## config.mk

```make
export PLATFORM = sky130hd
export DESIGN_NAME = seven_segment_scanner_flat
export DESIGN_NICKNAME = d
export VERILOG_FILES = /design/src/rtl/seven_segment_scanner_if.sv /design/src/rtl/seven_segment_scanner.sv /design/src/flat_wrapper.sv
export SDC_FILE = /design/constraint.sdc
export NUM_CORES = 1
export LEC_CHECK = 0
export ABC_AREA = 1
export ABC_CLOCK_PERIOD_IN_PS = 3000
export CORE_AREA = 2 2 99 101
export DETAILED_ROUTE_END_ITERATION = 10
export DIE_AREA = 0 0 101 103
export DONT_BUFFER_PORTS = 1
export GPL_TIMING_DRIVEN = 1
export PLACE_DENSITY = 0.64
export SYNTH_ARGS = -nofsm -noshare
export SYNTH_HDL_FRONTEND = slang
export SYNTH_SLANG_ARGS = --single-unit
```

## constraint.sdc

```tcl
create_clock -name clk -period 3 [get_ports clk]
set_input_delay 0.45 -clock clk [delete_from_list [all_inputs] [get_ports clk]]
set_output_delay 0.45 -clock clk [all_outputs]
set_load 0.03 [all_outputs]
```

## src/rtl/seven_segment_scanner_if.sv

```systemverilog
// Display-value bus between the value producer and the seven-segment scanner,
// carrying the buffered load strobe and data plus the anode/decoder drive signals.
interface seven_segment_scanner_if;
  logic        load;
  logic [15:0] digits_in;
  logic [3:0]  dp_mask_in;
  logic [3:0]  blank_in;
  logic        lz_en;
  logic [3:0]  AN;
  logic [3:0]  seg_data;
  logic        seg_dp;
  logic        pending;
  logic        frame_done;

  modport master (
    output load, digits_in, dp_mask_in, blank_in, lz_en,
    input  AN, seg_data, seg_dp, pending, frame_done
  );

  modport slave (
    input  load, digits_in, dp_mask_in, blank_in, lz_en,
    output AN, seg_data, seg_dp, pending, frame_done
  );
endinterface

```

## src/rtl/seven_segment_scanner.sv

```systemverilog
// Four-digit seven-segment time-multiplexer with per-slot anti-ghost blanking,
// frame-synchronous double-buffered display values and leading-zero suppression.
module seven_segment_scanner #(
  parameter int REFRESH_DIV  = 100000,
  parameter int BLANK_CYCLES = 2000
) (
  input  logic                   clk,
  input  logic                   reset,
  seven_segment_scanner_if.slave bus
);

  localparam int              CNT_W   = (REFRESH_DIV > 2) ? $clog2(REFRESH_DIV) : 1;
  localparam logic [CNT_W-1:0] LAST_C  = CNT_W'(REFRESH_DIV - 1);
  localparam logic [CNT_W-1:0] BLANK_C = CNT_W'(BLANK_CYCLES);

  logic [CNT_W-1:0] cnt_q, cnt_d;
  logic [1:0]       idx_q, idx_d;

  logic [15:0] act_digits_q, act_digits_d;
  logic [3:0]  act_dp_q, act_dp_d;
  logic [3:0]  act_blank_q, act_blank_d;

  logic [15:0] pnd_digits_q, pnd_digits_d;
  logic [3:0]  pnd_dp_q, pnd_dp_d;
  logic [3:0]  pnd_blank_q, pnd_blank_d;
  logic        pnd_valid_q, pnd_valid_d;

  logic slot_end;
  logic boundary;
  logic in_blank;
  logic sup3, sup2, sup1;
  logic [3:0] suppressed;
  logic vis;
  logic lit;

  // Slot timing
  always_comb begin
    slot_end = (cnt_q == LAST_C);
    boundary = slot_end && (idx_q == 2'd3);
    cnt_d    = slot_end ? '0 : cnt_q + 1'b1;
    idx_d    = slot_end ? idx_q + 2'd1 : idx_q;
  end

  generate
    if (BLANK_CYCLES == 0) begin : g_noblank
      assign in_blank = 1'b0;
    end else begin : g_blank
      assign in_blank = (cnt_q < BLANK_C);
    end
  endgenerate

  // A load landing on the boundary goes straight to the active set so it is not
  // delayed a whole frame; otherwise the pending set commits at the boundary.
  always_comb begin
    act_digits_d = act_digits_q;
    act_dp_d     = act_dp_q;
    act_blank_d  = act_blank_q;
    pnd_digits_d = pnd_digits_q;
    pnd_dp_d     = pnd_dp_q;
    pnd_blank_d  = pnd_blank_q;
    pnd_valid_d  = pnd_valid_q;
    if (bus.load) begin
      if (boundary) begin
        act_digits_d = bus.digits_in;
        act_dp_d     = bus.dp_mask_in;
        act_blank_d  = bus.blank_in;
        pnd_valid_d  = 1'b0;
      end else begin
        pnd_digits_d = bus.digits_in;
        pnd_dp_d     = bus.dp_mask_in;
        pnd_blank_d  = bus.blank_in;
        pnd_valid_d  = 1'b1;
      end
    end else if (boundary && pnd_valid_q) begin
      act_digits_d = pnd_digits_q;
      act_dp_d     = pnd_dp_q;
      act_blank_d  = pnd_blank_q;
      pnd_valid_d  = 1'b0;
    end
  end

  always_ff @(posedge clk) begin
    if (reset) begin
      cnt_q        <= '0;
      idx_q        <= 2'd0;
      act_digits_q <= 16'h0000;
      act_dp_q     <= 4'b0000;
      act_blank_q  <= 4'b1111;
      pnd_digits_q <= 16'h0000;
      pnd_dp_q     <= 4'b0000;
      pnd_blank_q  <= 4'b0000;
      pnd_valid_q  <= 1'b0;
    end else begin
      cnt_q        <= cnt_d;
      idx_q        <= idx_d;
      act_digits_q <= act_digits_d;
      act_dp_q     <= act_dp_d;
      act_blank_q  <= act_blank_d;
      pnd_digits_q <= pnd_digits_d;
      pnd_dp_q     <= pnd_dp_d;
      pnd_blank_q  <= pnd_blank_d;
      pnd_valid_q  <= pnd_valid_d;
    end
  end

  // Leading-zero chain from the most significant digit; digit 0 always shows.
  assign sup3       = bus.lz_en && (act_digits_q[15:12] == 4'h0);
  assign sup2       = sup3 && (act_digits_q[11:8] == 4'h0);
  assign sup1       = sup2 && (act_digits_q[7:4] == 4'h0);
  assign suppressed = {sup3, sup2, sup1, 1'b0};

  assign vis = ~act_blank_q[idx_q] & ~suppressed[idx_q];
  assign lit = vis & ~in_blank;

  assign bus.AN         = lit ? ~(4'b0001 << idx_q) : 4'b1111;
  assign bus.seg_data   = act_digits_q[{idx_q, 2'b00} +: 4];
  assign bus.seg_dp     = act_dp_q[idx_q] & lit;
  assign bus.pending    = pnd_valid_q;
  assign bus.frame_done = boundary;

endmodule

```

## src/flat_wrapper.sv

```systemverilog
// flat-port wrapper written by rule: the top's interface ports become plain ports
module seven_segment_scanner_flat 
#(
  parameter int REFRESH_DIV  = 100000,
  parameter int BLANK_CYCLES = 2000
)
  (clk, reset, bus_load, bus_digits_in, bus_dp_mask_in, bus_blank_in, bus_lz_en, bus_AN, bus_seg_data, bus_seg_dp, bus_pending, bus_frame_done);
  seven_segment_scanner_if bus_i ();
  input  logic clk;
  input  logic reset;
  input wire logic [$bits(bus_i.load)-1:0] bus_load;
  input wire logic [$bits(bus_i.digits_in)-1:0] bus_digits_in;
  input wire logic [$bits(bus_i.dp_mask_in)-1:0] bus_dp_mask_in;
  input wire logic [$bits(bus_i.blank_in)-1:0] bus_blank_in;
  input wire logic [$bits(bus_i.lz_en)-1:0] bus_lz_en;
  output wire logic [$bits(bus_i.AN)-1:0] bus_AN;
  output wire logic [$bits(bus_i.seg_data)-1:0] bus_seg_data;
  output wire logic [$bits(bus_i.seg_dp)-1:0] bus_seg_dp;
  output wire logic [$bits(bus_i.pending)-1:0] bus_pending;
  output wire logic [$bits(bus_i.frame_done)-1:0] bus_frame_done;
  assign bus_i.load = bus_load;
  assign bus_i.digits_in = bus_digits_in;
  assign bus_i.dp_mask_in = bus_dp_mask_in;
  assign bus_i.blank_in = bus_blank_in;
  assign bus_i.lz_en = bus_lz_en;
  assign bus_AN = bus_i.AN;
  assign bus_seg_data = bus_i.seg_data;
  assign bus_seg_dp = bus_i.seg_dp;
  assign bus_pending = bus_i.pending;
  assign bus_frame_done = bus_i.frame_done;
  seven_segment_scanner #(.REFRESH_DIV(REFRESH_DIV), .BLANK_CYCLES(BLANK_CYCLES)) u_core (.clk(clk), .reset(reset), .bus(bus_i));
endmodule
```

# ---- Word-level counts from Yosys, hierarchy flattened
# Cells that the tools add are included.
# Widths: inputs -> output; s select.
dict set report totals {
  romBits 0
  ramBits 0
  memories 0
  word_cells 57
  input_bits 28
  latchBits 0
  out_inout_bits 11
  regBits 68
}
dict set report op_classes {
  order_cmp 2
  n_bitwise 8
  eq_ne 3
  multipliers 0
  n_reduce_logical 12
  n_addsub 2
  n_div 0
  n_shift 2
  muxes 19
}
# cell count
set op_table {}
lappend op_table {{$mux 16} 3}
lappend op_table {{$mux 4} 7}
lappend op_table {{$add 17x1->17 const B} 1}
lappend op_table {{$eq 17x17->1 const B} 1}
lappend op_table {{$lt 17x11->1 const B} 1}
lappend op_table {{$shiftx 16x5->4} 1}
lappend op_table {{$logic_not 4->1} 3}
lappend op_table {{$bmux 1 s2} 3}
lappend op_table {{$mux 1} 6}
lappend op_table {{$logic_and 1x1->1} 5}
lappend op_table {{$not 1->1} 4}
lappend op_table {{$not 4->4} 1}
lappend op_table {{$reduce_and 2->1} 2}
lappend op_table {{$shl 1x2->4 const A} 1}
lappend op_table {{$and 1x1->1} 3}
lappend op_table {{$lt 2x3->1 const B} 1}
lappend op_table {{$add 2x1->2 const B} 1}
lappend op_table {{$eq 2x2->1 const B} 1}
lappend op_table {{$ne 2x1->1 const B} 1}
lappend op_table {{$reduce_bool 2->1} 1}
lappend op_table {{$reduce_or 2->1} 1}

# ---- Depth between registers and ports, before layout
dict set report logic_depth {
  word_depth 10
  ltp_mapped 10
  mapped_depth_nobuf 9
}

# ---- Least setup slack after synthesis
# Ideal clock, no wire load.
dict set report synth_path {
  path_kind {register to output}
  start {register u_core.idx_q[0]}
  end {output port bus_frame_done}
  stages_incl_launch_ff 5
  arrival_time_ps 1790
  required_time_ps 2550
  path_buffers 2
  setup_slack_ps 760
  path_cell_list {dfxtp_1 > ha_1 > buf_2 > clkbuf_1 > nor3b_1}
}
dict set report synth_between {
  elab_chain_cells 2
}
# element line_no
set synth_rtl {}
lappend synth_rtl {{start: declaration} seven_segment_scanner.sv:17} ;# logic [1:0] idx_q, idx_d;
lappend synth_rtl {{start signal: assignment} seven_segment_scanner.sv:95} ;# idx_q <= idx_d;
lappend synth_rtl {{$eq 2x2->1} seven_segment_scanner.sv:39} ;# boundary = slot_end && (idx_q == 2'd3);
lappend synth_rtl {{$logic_and 1x1->1} seven_segment_scanner.sv:39}
lappend synth_rtl {{end: declaration} flat_wrapper.sv:20} ;# output wire logic [$bits(bus_i.frame_done)-1:0] bus_frame_done;
# No other way between the ends.

# ---- Final worst setup path
dict set report layout_path {
  start {register u_core.idx_q[0]}
  end {output port bus_AN[1]}
}
dict set report layout_between {
  elab_chain_cells 6
  elab_cells_between_ends 11
  classes_between {1 x shift; 5 x mux; 5 x bitwise}
}
# element line_no
set layout_rtl {}
lappend layout_rtl {{$bmux 1 s2} seven_segment_scanner.sv:112} ;# assign vis = ~act_blank_q[idx_q] & ~suppressed[idx_q];
lappend layout_rtl {{$mux 1 (implied by the code)} seven_segment_scanner.sv:112}
lappend layout_rtl {{$not 1->1} seven_segment_scanner.sv:112}
lappend layout_rtl {{$and 1x1->1} seven_segment_scanner.sv:112}
lappend layout_rtl {{$and 1x1->1} seven_segment_scanner.sv:113} ;# assign lit = vis & ~in_blank;
lappend layout_rtl {{$mux 4 (*)} seven_segment_scanner.sv:115} ;# assign bus.AN = lit ? ~(4'b0001 << idx_q) : 4'b1111;
lappend layout_rtl {{end: declaration} flat_wrapper.sv:16} ;# output wire logic [$bits(bus_i.AN)-1:0] bus_AN;
# Mark *: on every way between the ends. The rest lies on a longest branch, timed or not. The select of a mux whose other input is x is not followed.

==> results by group <==
Outcome
  – Status: completed

Setup path
  – R2r worst-path depth: 6
  – Worst Path Arrival: about 2.1 ns
  – Worst path max stage delay: between 0.6 and 0.7 ns
  – Crit path cell chain: inv_1 -> o21ai_0 -> o22ai_1 -> nor2_1 -> nand2_1 -> inv_1 -> nand2_1
  – Critical path depth: 7
  – Worst EP required: roughly 2.6 ns
  – Crit start category: register
  – WS Path Type: reg2out
  – CP delay by family, top: flip-flops
  – Critical Path End Type: output port
  – CP Buf/Inv Count: 2
  – Worst path slowest cell: dfxtp_1
  – Critical path peak fanout: 17

Clocking
  – Post-CTS Repair Setup Buffers: 0
  – Clk_lat worst skew: approximately 0.35 ns
  – Clock Sinks: 68
  – Clock-pin slew on the worst setup and hold paths: around 0.080 ns
  – H-tree levels: 3
  – Post-CTS resize count: 0
  – CTS buffer count: 9
  – Clock root buffer: clkbuf_8
  – Hold buffer count at CTS: 0
  – CTS tree: built
  – Clk buf depth: 2

Timing
  – Worst rel slew slack: 29.82%
  – Unrepaired setup endpoints after global routing: false
  – Worst-margin pin slew: between 1 and 1.5 ns
  – Fmax: 0.3892 GHz
  – Clock Skew: around 0.016 ns
  – Fin crit period: about 2.6 ns
  – Final Setup Violations: 0
  – Max-slew violations: 0
  – Final Hold Viols: 0
  – Setup TNS: 0 ns
  – Tcrit/Tclk final: approximately 86%
  – Worst setup margin: 0.4307 ns

Floorplan
  – Die area: 0.01040 sq mm
  – Initial Utilization: 38.61%
  – Ports: 39
  – DIE HEIGHT: 103 um
  – Die width: between 100 and 150 um
  – Core Area: approximately 0.0095 sq mm
  – Row Count: 36

Placement
  – DP Worst Slack: between 0.8 and 0.9 ns
  – Area post-placement: around 0.0037 sq mm
  – Input/output buffers: 0
  – Detailed Place HPWL: 5565 um
  – Placer congestion estimate: just under 0.9

Power
  – Sw frac: 24.76%
  – Power Total: between 1.5 and 2 mW
  – Switching power: between 0.4 and 0.5 mW
  – Logic pwr share: between 6 and 7%
  – Flop pwr share: around 55%
  – Clock group share of total power: between 30% and 40%
  – Internal power: 1.299 mW
  – Pwr/cell area: between 400 and 500 mW/mm^2
  – Worst VDD drop: between 0.2 and 0.25 mV
  – Leakage: about 1.6 nW

GRT
  – Largest net degree at the start of global routing: just over 70
  – GRT Total Usage: 15.68%
  – Vias in the first global route: 2777
  – First-pass GRT wire length: between 10000 and 15000 um
  – Overflow after GRT: 0
  – Initial antenna violation count: 0

Yosys
  – Most used DFF post-synth: dfxtp_1
  – Syn avg cell area: 6.930 sq um
  – Synth async-reset ratio: 0%
  – EDFF count, synth: 0
  – Register area share after synthesis: between 30 and 40%
  – Syn nets: 560
  – Mapped cell area: roughly 0.0037 sq mm
  – Seq cells post-synth: 68
  – Synth warn: 0
  – Synth top area share: around 37%
  – Area leader, netlist: dfxtp_1
  – Cells after Synth: around 530
  – Area contributors post-synth: dfxtp_1, nand2_1, nor2_1, a21oi_1, mux2i_1
  – Synth unique cells: 28

Min path
  – Worst Hold Depth: 2
  – Min-Delay Path Class: in2reg

Drt
  – Post-DR wirelength/cell: between 10 and 15 um
  – Initial DRC count: roughly 170
  – 1st-pass router iterations: 4
  – Routed via count: 3149
  – Vias per std cell: between 4 and 5
  – DRT Wirelength: just under 8000 um
  – DR DRC count: 0
  – DRT antenna net count: 0

Cells and area
  – Fin area: 0.003876 sq mm
  – Fin util: between 40% and 50%
  – Final nets: approximately 550
  – Layout area overhead: 6.132%
  – Share of cells above drive strength 1: 11.35%
  – Inserted Diodes: 0

Flow run
  – Number of max-cap violations: 0
-- path summary, 6_finish.rpt --
path                   start                      end  slack, ns
min          bus_blank_in[3]    u_core.pnd_blank_q[3]       0.24
max reg2reg  u_core.idx_q[0]  u_core.act_digits_q[15]       0.87
max          u_core.idx_q[0]                bus_AN[1]       0.43
min reg2reg  u_core.cnt_q[0]          u_core.cnt_q[0]       0.45
-- stage by stage --
| step | hold slack (ns) | instances |
|---|---|---|
| CTS | 0.2398 | 634 |
| global route | 0.2400 | 634 |
| finish | 0.2416 | 634 |
| floorplan | 0.4175 | 527 |
| global placement | 0.4299 | 618 |
| detailed placement | 0.4437 | 618 |
-- per-layer routing --
layer	track usage, %	vias up	routed length (um)
li1	-	1672	-
met1	22.71	1394	4096
met2	22.15	76	3264
met3	4.814	7	504
met4	4.990	0	82
met5	0	-	0
-- placed cells by master, fill, tap and decap left out, drive strengths merged --
master,netlist,final
nand2,111,111
nor2,78,78
dfxtp,68,68
inv,62,62
a21oi,44,44
nand4,28,28
o21ai,23,23
nand3b,21,21
mux2i,20,20
nand3,19,19
clkbuf,10,12
buf,21,8
nor3,7,7
ha,5,5
xor2,4,4
clkinv,1,3
clkinvlp,0,2
o22ai,1,1
nor3b,1,1
or2,1,1
xnor2,1,1
a31oi,1,1
-- registers in the layout, summed over array words and instances, names as in the netlist --
name / count
u_core.cnt_q: 17
u_core.act_digits_q: 16
u_core.pnd_digits_q: 16
u_core.act_blank_q: 4
u_core.act_dp_q: 4
u_core.pnd_blank_q: 4
u_core.pnd_dp_q: 4
u_core.idx_q: 2
u_core.bus.pending: 1
-- final cells by class --
cell class | count | area [sq um]
clock buffers | 12 | 145.1
clock inverters | 4 | 25.02
fillers | 986 | 5583
inverters | 63 | 236.5
multi-input cells | 365 | 1906
flip-flops and latches | 68 | 1361
well taps | 114 | 142.6
repair buffers | 8 | 60.06
-- power groups by stage --
stage	clock network, mW	logic [mW]	registers, mW
global placement	0	0.108	0.963
floorplan	0	0.109	0.961
detailed placement	0	0.110	0.964
CTS	0.688	0.111	0.943
global route	0.737	0.125	0.946
finish	0.674	0.109	0.943
-- cell usage after synthesis (2+ instances only) --
cell type / count
xor2_1: 4
nand2_2: 16
buf_6: 2
nor2_1: 77
buf_1: 5
mux2i_1: 20
nand2_1: 95
inv_2: 17
nand3b_1: 21
nor3_1: 7
inv_1: 45
nand4_1: 28
o21ai_0: 23
a21oi_1: 44
ha_1: 5
nand3_1: 17
clkbuf_1: 10
buf_2: 14
dfxtp_1: 68
-- logic make-up (layout without fill, tap and decap cells) --
kind of cell / count (synthesis) / in the layout / synth area share (%)
simple gates: 266 / 266 / 34.26
buf+inv: 94 / 87 / 10.55
compound gates: 69 / 69 / 9.524
flops: 68 / 68 / 37.27
mux: 20 / 20 / 5.481
fa+ha+maj: 5 / 5 / 1.713
xor+xnor: 5 / 5 / 1.199
Note: power is estimated with default switching activity, not from simulation.
